File: config.mk
export PLATFORM = sky130hd
export DESIGN_NAME = cardinal_nic_arbiter
export DESIGN_NICKNAME = d
export VERILOG_FILES = /design/src/rtl/cardinal_nic_pkg.sv /design/src/rtl/cardinal_nic_arbiter_rr_pick.sv /design/src/rtl/cardinal_nic_arbiter.sv
export SDC_FILE = /design/constraint.sdc
export NUM_CORES = 1
export LEC_CHECK = 0
export ABC_AREA = 1
export CAP_MARGIN = 10
export CORE_AREA = 2 2 181 183
export DETAILED_ROUTE_END_ITERATION = 8
export DIE_AREA = 0 0 183 185
export HOLD_SLACK_MARGIN = 0.02
export PLACE_DENSITY_LB_ADDON = 0.2
export SLEW_MARGIN = 5
export SYNTH_ARGS = -nofsm -noshare
export SYNTH_HDL_FRONTEND = slang
export SYNTH_SLANG_ARGS = --single-unit
File: constraint.sdc
create_clock -name clk -period 4.26 [get_ports clk]
set_input_delay 1.278 -clock clk [delete_from_list [all_inputs] [get_ports clk]]
set_output_delay 1.278 -clock clk [all_outputs]
set_load 0.005 [all_outputs]
File: src/rtl/cardinal_nic_pkg.sv
// cardinal_nic_pkg: NIC address map, data width and arbiter state encoding
package cardinal_nic_pkg;
  localparam int DATA_W = 64;
  localparam logic [1:0] NIC_ADDR_IN_DATA  = 2'b00;
  localparam logic [1:0] NIC_ADDR_IN_STAT  = 2'b01;
  localparam logic [1:0] NIC_ADDR_OUT_DATA = 2'b10;
  localparam logic [1:0] NIC_ADDR_OUT_STAT = 2'b11;
  localparam logic [2:0] IDLE  = 3'd0;
  localparam logic [2:0] POLL  = 3'd1;
  localparam logic [2:0] CHECK = 3'd2;
  localparam logic [2:0] WRITE = 3'd3;
  localparam logic [2:0] READ  = 3'd4;
  localparam logic [2:0] RDATA = 3'd5;
endpackage

File: src/rtl/cardinal_nic_arbiter_rr_pick.sv
// rr_pick: combinational round-robin picker, first request at or after ptr_i
module rr_pick #(
  parameter int N = 4,
  localparam int IW = $clog2(N)
) (
  input  logic [N-1:0]  req_i,
  input  logic [IW-1:0] ptr_i,
  output logic [IW-1:0] idx_o,
  output logic          any_o
);
  logic [IW-1:0] j;
  always_comb begin
    idx_o = '0;
    j = '0;
    for (int k = N - 1; k >= 0; k--) begin
      j = IW'((int'(ptr_i) + k) % N);
      if (req_i[j]) idx_o = j;
    end
  end
  assign any_o = |req_i;
endmodule

File: src/rtl/cardinal_nic_arbiter.sv
// cardinal_nic_arbiter: round-robin sharing of the NIC processor port,
// running the status-poll-then-access sequence for the granted requester.
module cardinal_nic_arbiter #(
  parameter int N_REQ    = 4,
  parameter int DATA_W   = cardinal_nic_pkg::DATA_W,
  parameter int POLL_MAX = 2
) (
  input  logic                    clk,
  input  logic                    reset,
  input  logic [N_REQ-1:0]        req,
  input  logic [N_REQ-1:0]        req_wr,
  input  logic [N_REQ*DATA_W-1:0] req_data,
  output logic [N_REQ-1:0]        done,
  output logic [DATA_W-1:0]       rsp_data,
  output logic                    busy,
  output logic [1:0]              addr,
  output logic [DATA_W-1:0]       d_in,
  output logic                    nicEn,
  output logic                    nicEnWr,
  input  logic [DATA_W-1:0]       d_out
);
  import cardinal_nic_pkg::*;
  localparam int IW = $clog2(N_REQ);
  localparam int PW = POLL_MAX > 1 ? $clog2(POLL_MAX) : 1;
  logic [2:0] state_q, state_d;
  logic [IW-1:0] rr_ptr_q, rr_ptr_d, id_q, id_d, pick_idx, next_ptr;
  logic [PW-1:0] poll_cnt_q, poll_cnt_d;
  logic wr_q, wr_d, pick_any, full, fin;
  logic [DATA_W-1:0] data_q, data_d, rsp_data_q, rsp_data_d, d_in_q, d_in_d;
  logic [N_REQ-1:0] done_q, done_d;
  logic [1:0] addr_q, addr_d;
  logic nic_en_q, nic_en_d, nic_en_wr_q, nic_en_wr_d;
  // a requester whose done is showing still has req high, so it must not win again
  rr_pick #(.N(N_REQ)) u_pick (
    .req_i(req & ~done_q),
    .ptr_i(rr_ptr_q),
    .idx_o(pick_idx),
    .any_o(pick_any)
  );
  assign full = d_out[DATA_W-1];
  assign next_ptr = id_q == IW'(N_REQ - 1) ? '0 : id_q + 1'b1;
  always_comb begin
    state_d = state_q;
    rr_ptr_d = rr_ptr_q;
    poll_cnt_d = poll_cnt_q;
    id_d = id_q;
    wr_d = wr_q;
    data_d = data_q;
    case (state_q)
      IDLE:
        if (pick_any) begin
          state_d = POLL;
          id_d = pick_idx;
          wr_d = req_wr[pick_idx];
          data_d = req_data[int'(pick_idx)*DATA_W +: DATA_W];
          poll_cnt_d = '0;
        end
      POLL: state_d = CHECK;
      CHECK:
        if (!req[id_q]) begin
          state_d = IDLE;
          rr_ptr_d = next_ptr;
        end else if (wr_q != full) begin
          state_d = wr_q ? WRITE : READ;
        end else if (poll_cnt_q == PW'(POLL_MAX - 1)) begin
          state_d = IDLE;
          rr_ptr_d = next_ptr;
        end else begin
          poll_cnt_d = poll_cnt_q + 1'b1;
          state_d = POLL;
        end
      READ: state_d = RDATA;
      WRITE, RDATA: begin
        state_d = IDLE;
        rr_ptr_d = next_ptr;
      end
      default: state_d = IDLE;
    endcase
  end
  // NIC outputs are registered, so they are derived from the state being entered
  assign fin = state_d == WRITE || state_q == RDATA;
  assign done_d = fin ? N_REQ'(1) << id_q : '0;
  assign nic_en_d = state_d == POLL || state_d == WRITE || state_d == READ;
  assign nic_en_wr_d = state_d == WRITE;
  assign addr_d = state_d == POLL ? (wr_d ? NIC_ADDR_OUT_STAT : NIC_ADDR_IN_STAT) :
                  state_d == WRITE ? NIC_ADDR_OUT_DATA :
                  state_d == READ ? NIC_ADDR_IN_DATA : addr_q;
  assign d_in_d = state_d == WRITE ? data_q : d_in_q;
  assign rsp_data_d = state_q == RDATA ? d_out : rsp_data_q;
  always_ff @(posedge clk or negedge reset) begin
    if (!reset) begin
      state_q <= IDLE;
      rr_ptr_q <= '0;
      poll_cnt_q <= '0;
      id_q <= '0;
      wr_q <= 1'b0;
      data_q <= '0;
      done_q <= '0;
      rsp_data_q <= '0;
      addr_q <= '0;
      d_in_q <= '0;
      nic_en_q <= 1'b0;
      nic_en_wr_q <= 1'b0;
    end else begin
      state_q <= state_d;
      rr_ptr_q <= rr_ptr_d;
      poll_cnt_q <= poll_cnt_d;
      id_q <= id_d;
      wr_q <= wr_d;
      data_q <= data_d;
      done_q <= done_d;
      rsp_data_q <= rsp_data_d;
      addr_q <= addr_d;
      d_in_q <= d_in_d;
      nic_en_q <= nic_en_d;
      nic_en_wr_q <= nic_en_wr_d;
    end
  end
  assign done = done_q;
  assign rsp_data = rsp_data_q;
  assign busy = state_q != IDLE;
  assign addr = addr_q;
  assign d_in = d_in_q;
  assign nicEn = nic_en_q;
  assign nicEnWr = nic_en_wr_q;
endmodule

# Word-level counts from Yosys, hierarchy flattened
# Index checks and enable logic that the tools add are counted.
# totals
reg_bits,209
out_inout_bits,137
# op_classes
n_addsub,5
order_cmp,6
n_eq_ne,15
shift,2
n_mux,39
bitwise_logic,2
reduce_logical,13
# ops
cell,n
$shiftx A256 B9 Y64,1
$mux W2,12
$lt A2 B3 Y1 const B,6
$mux W1,13
$bmux W1 S2,6
$mux W3,4
$pmux W3 S4,1
$eq A3 B2 Y1 const B,3
$eq A3 B3 Y1 const B,3
$eq A3 B1 Y1 const B,2
$ne A2 B2 Y1 const B,3
$ne A3 B3 Y1 const B,2
$reduce_bool A3 Y1,2
$add A2 B1 Y2 const B,2
$add A2 B2 Y2 const B,2
$and A4 B4 Y4,1
$mux W4,1
$not A4 Y4,1
$pmux W2 S2,1
$reduce_and A4 Y1,1
$reduce_bool A2 Y1,2
$reduce_or A4 Y1,1
$shl A1 B2 Y4 const A,1
$logic_not A3 Y1,1
other kinds (8),10

# Longest topological paths before layout
# Gate-level depths: netlist (run 1).
# depth
depth_word,14
mapped_depth,17

# Modules after synthesis
# From an unflattened synthesis (run 1), not the netlist that was laid out.
# hier_totals
hier_cells,1151
area_unflattened_um2,9997.1
# by_module_without_submodules
mod,n_inst,cells_per_inst,area_per_inst_um2,seq_area_each_um2
cardinal_nic_arbiter,1,1105,9808.2,5230.0
rr_pick,1,46,188.9,0.0

# Worst setup path after synthesis (run 1)
# Ideal clock, no wire load.
# synth_timing
path_type,input-to-reg
start,in d_out[63]
end,reg d_in_q[23] (netlist: d_in[23])
setup_time_ns,0.116
arrival_time_ns,2.646
required_ns,4.144
setup_slack_ns,1.498
path_stages,14
path_buffers,2
path_cell_list,inv_1 > ha_1 > mux2i_1 > nand2_1 > nor2_1 > nor2_1 > nand2_1 > nand2_2 > nor2_4 > inv_2 > buf_6 > buf_4 > nand2_1 > nand2_1
# synth_between
elab_chain_cells,5
# synth_lines
item,line_no,rtl
"start, declared",cardinal_nic_arbiter.sv:20,input logic [DATA_W-1:0] d_out
$ne A1 B1 Y1,cardinal_nic_arbiter.sv:63,end else if (wr_q != full) begin
$mux W3,cardinal_nic_arbiter.sv:63,
$mux W3,cardinal_nic_arbiter.sv:60,if (!req[id_q]) begin
$pmux W3 S4,cardinal_nic_arbiter.sv:49,case (state_q)
net state_d[0],cardinal_nic_arbiter.sv:25,"logic [2:0] state_q, state_d;"
$eq A3 B2 Y1,cardinal_nic_arbiter.sv:88,assign d_in_d = state_d == WRITE ? data_q : d_in_q;
"end signal, assigned",cardinal_nic_arbiter.sv:114,d_in_q <= d_in_d;
"end, declared",cardinal_nic_arbiter.sv:29,"logic [DATA_W-1:0] data_q, data_d, rsp_data_q, rsp_data_d, d_in_q, d_in_d;"
# The timed path passes the listed nets, and every way through them passes these cells.
# A chain may end at the register's enable or synchronous reset.

# Final worst setup path (run 1)
# layout_timing
start,in req[2]
end,reg data_q[11]
# layout_between
elab_chain_cells,8
# layout_lines
item,line_no,rtl
"start, declared",cardinal_nic_arbiter.sv:10,"input logic [N_REQ-1:0] req,"
$and A4 B4 Y4 *,cardinal_nic_arbiter.sv:35,".req_i(req & ~done_q),"
$bmux W1 S2,cardinal_nic_arbiter_rr_pick.sv:17,if (req_i[j]) idx_o = j;
$mux W1 (implied by the code),cardinal_nic_arbiter_rr_pick.sv:17,
$mux W2 (4 in series),cardinal_nic_arbiter_rr_pick.sv:17,
$shiftx A256 B9 Y64,cardinal_nic_arbiter.sv:55,data_d = req_data[int'(pick_idx)*DATA_W +: DATA_W];
"end signal, assigned",cardinal_nic_arbiter.sv:110,data_q <= data_d;
"end, declared",cardinal_nic_arbiter.sv:29,
# Every way passes the cells marked *; elsewhere a longest branch is shown, timed or not. The select of a mux whose other input is x is not followed.

==> results of run 1 <==
[stage by stage]
stage	total power, mW	cells
finish	13.1	2138
global route	14.3	2138
CTS	13.3	2138
detailed placement	11.0	2095
global placement	10.9	2095
floorplan	8.22	1278
[logic make-up (layout without fill, tap and decap cells)]
group | count (synthesis) | after routing | share of synthesized area (%)
AND/OR/NAND/NOR | 627 | 627 | 22.8
buffers and inverters | 217 | 669 | 9.05
flip-flops | 209 | 209 | 48.7
AO/OA/AOI/OAI | 155 | 155 | 12.0
multiplexers | 64 | 64 | 6.70
adder cells (fa/ha/maj) | 6 | 6 | 0.699
[worst max-delay path, cell delays in order]
cell             delay (ns)
clkdlybuf4s50_1        0.55
nand3_1                0.10
nand2_1                0.11
a21boi_0               0.36
o21ai_4                0.15
nor2_1                 0.84
o211ai_1               0.26
o211ai_1               0.15
[sequential cells by signal, indices dropped and copies added, names as in the netlist]
signal      flops
nicEn           1
d_in           64
nicEnWr         1
rr_ptr_q        2
addr            2
done            4
wr_q            1
id_q            2
state_q         3
poll_cnt_q      1
rsp_data       64
data_q         64
[area by class of cell]
class | count | area [um2]
multi-input cells | 852 | 4570
flip-flops and latches | 209 | 5230
well taps | 408 | 510
fillers | 3048 | 15400
inverters | 143 | 537
clock buffers | 33 | 696
repair buffers | 483 | 4900
clock inverters | 10 | 181
[power by group through the flow]
| stage | Sequential [mW] | Combinational, mW | Clock [mW] |
|---|---|---|---|
| 3_5_place_dp | 3.53 | 7.44 | 0 |
| 5_1_grt | 3.62 | 8.25 | 2.43 |
| 2_1_floorplan | 3.48 | 4.74 | 0 |
| 4_1_cts | 3.51 | 7.47 | 2.35 |
| 3_3_place_gp | 3.51 | 7.35 | 0 |
| 6_report | 3.50 | 7.36 | 2.27 |
[path summary, 6_finish.rpt]
check                           slack [ns]                    start                       to
worst max-delay path                  0.88                   req[2]   data_q[11]$_DFFE_PN0P_
worst max register to register        1.62  rr_ptr_q[0]$_DFFE_PN0P_   data_q[11]$_DFFE_PN0P_
worst min register to register        0.47     d_in[19]$_DFFE_PN0P_     d_in[19]$_DFFE_PN0P_
min in group asynchronous             0.76                    reset  rsp_data[1]$_DFFE_PN0N_
worst min-delay path                  0.47     d_in[19]$_DFFE_PN0P_     d_in[19]$_DFFE_PN0P_
max in group asynchronous             2.68                    reset   data_q[16]$_DFFE_PN0P_
[per-layer routing]
| metal | part of all wire [%] | global-route usage (%) |
|---|---|---|
| met5 | 0.037 | 0 |
| met4 | 3.1 | 6.24 |
| met3 | 9.3 | 6.37 |
| met2 | 49 | 35.8 |
| met1 | 39 | 23.4 |
[synthesized netlist by cell type (2+ instances only)]
cell type	count
or2_2	5
mux2_2	63
buf_1	6
o211ai_1	93
buf_2	38
o211ai_2	35
inv_2	7
inv_1	135
nand4_1	2
buf_4	12
nand2_2	3
dfrtp_1	209
nand3_2	2
clkbuf_1	11
nor2_1	29
o21ai_0	13
nand2_1	558
buf_8	3
o21ai_1	7
ha_1	6
or2_0	4
a21oi_1	2
nor2_4	2
buf_6	4
nand3_1	17
or2_1	2
==> impl_metrics.json, run 1 <==
{
  "antenna_cells": 0,
  "worst_pin_slew_ns": 1.09,
  "ir_drop_mv": 0.641,
  "synth_edf_count": 0,
  "num_vias": 9858,
  "nNetsFinal": 2049,
  "final_area_um2": 16600,
  "finalHoldViolCount": 0,
  "timing.final.crit_share_pct": 79.4,
  "grt_max_degree": 80,
  "io_pins": 467,
  "synth_top_area_share_pct": 48.7,
  "finalSetupTns_ns": 0,
  "yosysSeqAreaShare_pct": 48.7,
  "final_cell_mix": "nand2_1 (558), clkdlybuf4s50_1 (465), dfrtp_1 (209)",
  "cp.required_ns": 4.70,
  "switching_share_pct": 41.6,
  "power_frac_seq_pct": 26.6,
  "synth_area_leaders": "dfrtp_1 (49%), nand2_1 (20%), mux2_2 (6.6%)",
  "outcome": "completed",
  "post-cts-setup-buffer-count": 0,
  "dp_hpwl_um": 26500,
  "path_class": "input port to flip-flop",
  "skew_ns": 0.0105,
  "slew_viol_final": 0,
  "arrival_ns": 3.82,
  "final_common_cell": "nand2_1",
  "gp_congestion": 0.839,
  "clkTransAtPathRegs_ns": 0.06,
  "grtUsageTotal_pct": 20.2,
  "worstPathMaxFanout": 12,
  "ys.flop_type": "dfrtp_1",
  "post-route-min-period_ns": 3.38,
  "fp.dieH_um": 185,
  "pre_cts_slack_ns": 0.415,
  "area_delta_synth_final_pct": 54.9,
  "fp.dieW_um": 183,
  "grt_pass1_vias": 9693,
  "grt_pass1_wl_um": 53400,
  "core_area_um2": 32000,
  "htreeDepth": 1,
  "fin_hold_ws_ns": 0.465,
  "ant_nets": 0,
  "r2r_cells": 8,
  "power.density_nw_per_um2": 790,
  "worst_slack_ns": 0.878,
  "p_clk_share_pct": 17.3,
  "min_path_type": "flip-flop to flip-flop",
  "synth-async-reset-ratio_pct": 100,
  "tritoncts": "yes",
  "routed_wl_um": 35300,
  "cp-start-kind": "input port",
  "relSlewSlack_pct": 26.8,
  "ys_ff_latch": 209,
  "dpl_cell_area_um2": 15700,
  "avgRoutedWirePerCell_um": 16.5,
  "grt_remaining_overflow": 0,
  "num_rows": 66,
  "cts-buffers-inserted": 24,
  "cts_num_sinks": 209,
  "hold_buffers": 0,
  "dr.pass1.iters": 4,
  "p_sw_mw": 5.46,
  "syn-num-nets": 1614,
  "p_leak_nw": 7.94,
  "avgSynthCellArea_um2": 8.40,
  "synth_cells": 1278,
  "cts_root_buffer": "clkbuf_16",
  "post_cts_resize_count": 0,
  "yosys.area.top_type": "dfrtp_1",
  "rsz0062_at_grt": "false",
  "antenna_found_initial": 1,
  "cap_viol_max_count": 0,
  "worstSkewPairLatency_ns": 0.51,
  "final_util_pct": 51.9,
  "ys_warn_count": 0,
  "syn-cell-area_um2": 10700,
  "drc": 0,
  "holdPathStages": 2,
  "power_frac_comb_pct": 56.1,
  "start_util_pct": 33.5,
  "via_per_inst": 4.61,
  "end_kind": "flip-flop",
  "die-area_um2": 33900,
  "port_buffers": 466,
  "drive_gt1_share_pct": 10.3,
  "internal-power_mw": 7.67,
  "drt-initial-drc-count": 493,
  "synthDistinctLibCells": 36,
  "fmax_mhz": 296,
  "setup_viol": 0,
  "clock_path_buffers": 3
}
(Power assumes the default switching activity.)
==> inputs of run 2 (changes only) <==
==> constraint.sdc (replaced) <==
create_clock -name clk -period 3.4 [get_ports clk]
set_input_delay 1.02 -clock clk [delete_from_list [all_inputs] [get_ports clk]]
set_output_delay 1.02 -clock clk [all_outputs]
set_load 0.005 [all_outputs]
==> run 2 against run 1 <==
Net effect: combinational power increased by 31%; final cell count is 0.89% higher; die area did not move; power grew 25%; clock skew down 0.00057 ns; clock-buffer cell count grew 1; largest cell class unchanged.
==> impl_metrics.json, run 2 (synthesized netlist as in run 1, its figures left out) <==
{
  "post-route-min-period_ns": 2.79,
  "cp.required_ns": 2.38,
  "internal-power_mw": 9.54,
  "crit_buf_inv": 3,
  "num_rows": 66,
  "p_leak_nw": 7.97,
  "worst_pin_slew_ns": 0.707,
  "core_area_um2": 32000,
  "port_buffers": 466,
  "grt_remaining_overflow": 0,
  "ant_nets": 0,
  "via_per_inst": 4.60,
  "p_sw_mw": 6.90,
  "post_cts_resize_count": 0,
  "worstPathMaxFanout": 5,
  "arrival_ns": 1.77,
  "worstSkewPairLatency_ns": 0.50,
  "dp_hpwl_um": 27400,
  "setup_viol": 0,
  "path_class": "flip-flop to primary output",
  "grt_max_degree": 78,
  "dr.pass1.iters": 4,
  "r2r_cells": 12,
  "hold_buffers": 0,
  "cp-start-kind": "flip-flop",
  "timing.final.crit_share_pct": 82.1,
  "crit_chain": "nor2_1, inv_1, nor2_1, inv_2, clkdlybuf4s50_1",
  "path_depth": 5,
  "fmax_mhz": 358,
  "final_common_cell": "nand2_1",
  "power.density_nw_per_um2": 988,
  "io_pins": 467,
  "drc": 0,
  "cap_viol_max_count": 0,
  "cpLargestDelayFamily": "buffers and inverters",
  "routed_wl_um": 35600,
  "finalSetupTns_ns": 0,
  "relSlewSlack_pct": 52.9,
  "gp_congestion": 0.878,
  "grt_pass1_vias": 9799,
  "post-cts-setup-buffer-count": 0,
  "die-area_um2": 33900,
  "start_util_pct": 33.5,
  "total_power_mw": 16.4,
  "fp.dieW_um": 183,
  "min_path_type": "input port to asynchronous set/reset pin",
  "slew_viol_final": 0,
  "grt_pass1_wl_um": 53600,
  "antenna_found_initial": 3,
  "p_clk_share_pct": 14.8,
  "end_kind": "primary output",
  "outcome": "completed",
  "avgRoutedWirePerCell_um": 16.5,
  "drive_gt1_share_pct": 11.0,
  "ir_drop_mv": 0.585,
  "skew_ns": 0.00996,
  "drt-initial-drc-count": 362,
  "htreeDepth": 1,
  "final_cell_mix": "nand2_1 (558), clkdlybuf4s50_1 (465), dfrtp_1 (209)",
  "grtUsageTotal_pct": 20.3,
  "area_delta_synth_final_pct": 55.0,
  "crit_slowest_cell": "clkdlybuf4s50_1",
  "critical_path.max_stage_delay_ns": 0.45,
  "finalHoldViolCount": 0,
  "fin_hold_ws_ns": 0.467,
  "fill_cells": 3062,
  "rsz0062_at_grt": "false",
  "num_vias": 9919,
  "nNetsFinal": 2070,
  "power_frac_comb_pct": 58.4,
  "fp.dieH_um": 185,
  "power_frac_seq_pct": 26.8,
  "cts_root_buffer": "clkbuf_16",
  "clkTransAtPathRegs_ns": 0.06,
  "clock_path_buffers": 3,
  "worst_path_most_repeated_cell": "nor2_1",
  "switching_share_pct": 42.0,
  "cts-buffers-inserted": 23,
  "tritoncts": "yes",
  "cts_num_sinks": 209
}
-- run 2: worst paths after layout --
kind / startpoint / slack (ns) / end
worst max-delay path: state_q[0]$_DFF_PN0_ / 0.61 / busy
worst min-delay path: reset / 0.47 / rsp_data[57]$_DFFE_PN0N_
worst max register to register: rr_ptr_q[0]$_DFFE_PN0P_ / 1.18 / data_q[24]$_DFFE_PN0P_
worst min register to register: data_q[15]$_DFFE_PN0P_ / 0.47 / d_in[15]$_DFFE_PN0P_
max in group asynchronous: reset / 2.08 / rsp_data[31]$_DFFE_PN0N_
min in group clk: data_q[15]$_DFFE_PN0P_ / 0.47 / d_in[15]$_DFFE_PN0P_
-- run 2: routing by layer --
layer / wire [um] / vias to the layer above / global-route usage [%]
li1: - / 4955 / -
met1: 13900 / 4570 / 22.7
met2: 17600 / 346 / 36.9
met3: 3370 / 46 / 6.86
met4: 779 / 2 / 5.25
met5: 13 / - / 0
-- run 2: power groups by stage --
stage | combinational, mW | sequential [mW] | clock, mW
3_5_place_dp | 9.74 | 4.44 | 0
6_report | 9.61 | 4.40 | 2.43
2_1_floorplan | 5.94 | 4.35 | 0
5_1_grt | 10.8 | 4.54 | 2.61
3_3_place_gp | 9.57 | 4.41 | 0
4_1_cts | 9.77 | 4.42 | 2.51
-- run 2: cell type report --
cell class / instances / area [um2] / share of cell area (%)
Inverter: 143 / 537 / 3.23
Timing Repair Buffer: 505 / 5060 / 30.4
Sequential cell: 209 / 5230 / 31.4
Multi-Input combinational cell: 852 / 4570 / 27.5
Tap cell: 408 / 510 / 3.07
Clock inverter: 5 / 75.1 / 0.451
Clock buffer: 34 / 647 / 3.89
Antenna cell: 1 / 2.50 / 0.0150
-- run 2: metrics by stage --
stage | setup slack [ns] | area (um2) | std cells | util, %
2_1_floorplan | 0.896 | 10700 | 1278 | -
3_3_place_gp | 0.120 | 15900 | 2117 | 49.7
3_5_place_dp | 0.0788 | 15900 | 2117 | 49.7
4_1_cts | 0.571 | 16600 | 2156 | 51.9
5_1_grt | 0.382 | 16600 | 2157 | 51.9
6_report | 0.609 | 16600 | 2157 | 51.9
==> inputs of run 3 (changes only) <==
==> constraint.sdc (replaced) <==
create_clock -name clk -period 2.78 [get_ports clk]
set_input_delay 0.834 -clock clk [delete_from_list [all_inputs] [get_ports clk]]
set_output_delay 0.834 -clock clk [all_outputs]
set_load 0.005 [all_outputs]
==> run 3 against run 2 <==
Net effect: worst hold slack worse by 0.21 ns; critical path depth unchanged; clock-buffer cell count unchanged; worst setup slack worse by 0.44 ns; sequential power up 22%; global-route usage up 0.24 points; final area up 2.2%; first-iteration DRC count down 5.8%; clock skew up 0.0061 ns; critical path type unchanged; critical endpoint unchanged.
==> impl_metrics.json, run 3 (synthesized netlist as in run 1, its figures left out) <==
{
  "outcome": "completed",
  "cp-start-kind": "flip-flop",
  "arrival_ns": 1.78,
  "nNetsFinal": 2098,
  "setup_viol": 0,
  "total_power_mw": 21.0,
  "grt_remaining_overflow": 0,
  "area_delta_synth_final_pct": 58.5,
  "grt_max_degree": 54,
  "worst_path_most_repeated_cell": "nor2_1",
  "clkTransAtPathRegs_ns": 0.06,
  "skew_ns": 0.0160,
  "rsz0062_at_grt": "false",
  "cts_num_sinks": 209,
  "fp.dieW_um": 183,
  "clock_path_buffers": 3,
  "relSlewSlack_pct": 67.5,
  "drive_gt1_share_pct": 12.6,
  "port_buffers": 466,
  "routed_wl_um": 35500,
  "ant_nets": 0,
  "antenna_cells": 0,
  "antenna_found_initial": 2,
  "avgRoutedWirePerCell_um": 16.2,
  "grt_pass1_wl_um": 54200,
  "post-cts-setup-buffer-count": 0,
  "cpLargestDelayFamily": "buffers and inverters",
  "dp_hpwl_um": 27400,
  "p_leak_nw": 8.17,
  "cap_viol_max_count": 0,
  "tritoncts": "yes",
  "hold_buffers": 0,
  "min_path_type": "input port to asynchronous set/reset pin",
  "worst_slack_ns": 0.168,
  "start_util_pct": 33.5,
  "core_area_um2": 32000,
  "fp.dieH_um": 185,
  "final_cell_mix": "nand2_1 (558), clkdlybuf4s50_1 (465), dfrtp_1 (209)",
  "post-route-min-period_ns": 2.61,
  "slew_viol_final": 0,
  "worst-r2r-setup-slack_ns": 0.61,
  "dr.pass1.iters": 4,
  "crit_chain": "nor2_1, inv_1, nor2_1, inv_2, clkdlybuf4s50_1",
  "htreeDepth": 1,
  "grt_pass1_vias": 9911,
  "pre_cts_slack_ns": -0.322,
  "num_vias": 9986,
  "die-area_um2": 33900,
  "path_class": "flip-flop to primary output",
  "worstPathMaxFanout": 5,
  "worst_pin_slew_ns": 0.488,
  "timing.final.crit_share_pct": 94.0,
  "ir_drop_mv": 0.747,
  "cp.required_ns": 1.95,
  "grtUsageTotal_pct": 20.5,
  "cts-buffers-inserted": 24,
  "finalHoldViolCount": 0,
  "power.density_nw_per_um2": 1230,
  "fill_cells": 2957,
  "cts_root_buffer": "clkbuf_16",
  "io_pins": 467,
  "final_common_cell": "nand2_1",
  "drc": 0,
  "via_per_inst": 4.57,
  "critical_path.max_stage_delay_ns": 0.45,
  "gp_congestion": 0.825,
  "end_kind": "primary output",
  "worstSkewPairLatency_ns": 0.51,
  "drt-initial-drc-count": 341,
  "crit_slowest_cell": "clkdlybuf4s50_1",
  "crit_buf_inv": 3,
  "fmax_mhz": 383,
  "num_rows": 66
}
[run 3: cell count changes in the layout (fill, tap and decap cells not counted)]
cell | previous run | this run
clkinvlp_4 | 0 | 1
buf_6 | 0 | 2
clkinv_2 | 3 | 1
bufinv_16 | 2 | 3
clkbuf_16 | 23 | 25
buf_12 | 8 | 14
buf_4 | 31 | 50
diode_2 | 1 | 0
clkbuf_1 | 8 | 5
clkbuf_8 | 3 | 4
inv_8 | 0 | 1
[run 3: report_power, final]
group,switching [mW],total (mW),internal (mW),leakage [nW]
Combinational,6.52,12.4,5.83,5.21
Sequential,0.807,5.36,4.55,2.56
Clock,1.24,3.26,2.02,0.395
Total,8.57,21.0,12.4,8.17
[run 3: worst paths after layout]
path,start,cells after the start,endpoint
max,state_q[0]$_DFF_PN0_,5,busy
min,reset,1,rsp_data[1]$_DFFE_PN0N_
max reg2reg,done[0]$_DFF_PN0_,12,data_q[25]$_DFFE_PN0P_
min reg2reg,d_in[33]$_DFFE_PN0P_,2,d_in[33]$_DFFE_PN0P_
max in group asynchronous,reset,2,rsp_data[32]$_DFFE_PN0N_
min in group clk,d_in[33]$_DFFE_PN0P_,2,d_in[33]$_DFFE_PN0P_
[run 3: worst reg2reg max path, stage by stage (launching register included)]
cell      delay [ns]
dfrtp_1         0.40
nor2_1          0.21
nand2_1         0.08
nand2_1         0.11
nand2_1         0.08
nand2_1         0.07
clkinv_1        0.09
nand3_2         0.14
nand2_8         0.14
buf_12          0.20
buf_4           0.16
o21ai_0         0.25
o211ai_1        0.13
[run 3: layout make-up]
cell class                 instances  area (um2)  area share (%)
timing repair buffer             532        5350            31.4
sequential                       209        5230            30.7
multi-input combinational        852        4570            26.9
clock buffer                      34         699            4.11
inverter                         143         537            3.16
tap                              408         510            3.00
clock inverter                     6         114           0.669
[run 3: what timing repair did]
action	4_1_cts	5_1_grt
resized for setup	0	2
endpoints found under the hold margin	0	0
endpoints found under the setup margin	0	2
[run 3: metal layers]
layer / part of all wire (%) / track usage [%] / vias to the layer above / wire (um)
met1: 39 / 23.5 / 4558 / 13800
met3: 8.8 / 6.06 / 46 / 3120
met5: 0.085 / 0 / - / 30
met2: 50 / 37.2 / 355 / 17700
met4: 2.5 / 5.73 / 4 / 879
li1: - / - / 5023 / -
[run 3: through the flow]
stage	utilization, %	cells	TNS, ns	area (um2)	hold slack, ns
floorplan	-	1278	0	10700	0.449
global placement	50.5	2144	-30.54	16200	0.453
detailed placement	50.5	2144	-34.77	16200	0.457
CTS	53.1	2184	0	17000	0.244
global route	53.1	2184	0	17000	0.268
finish	53.1	2184	0	17000	0.254
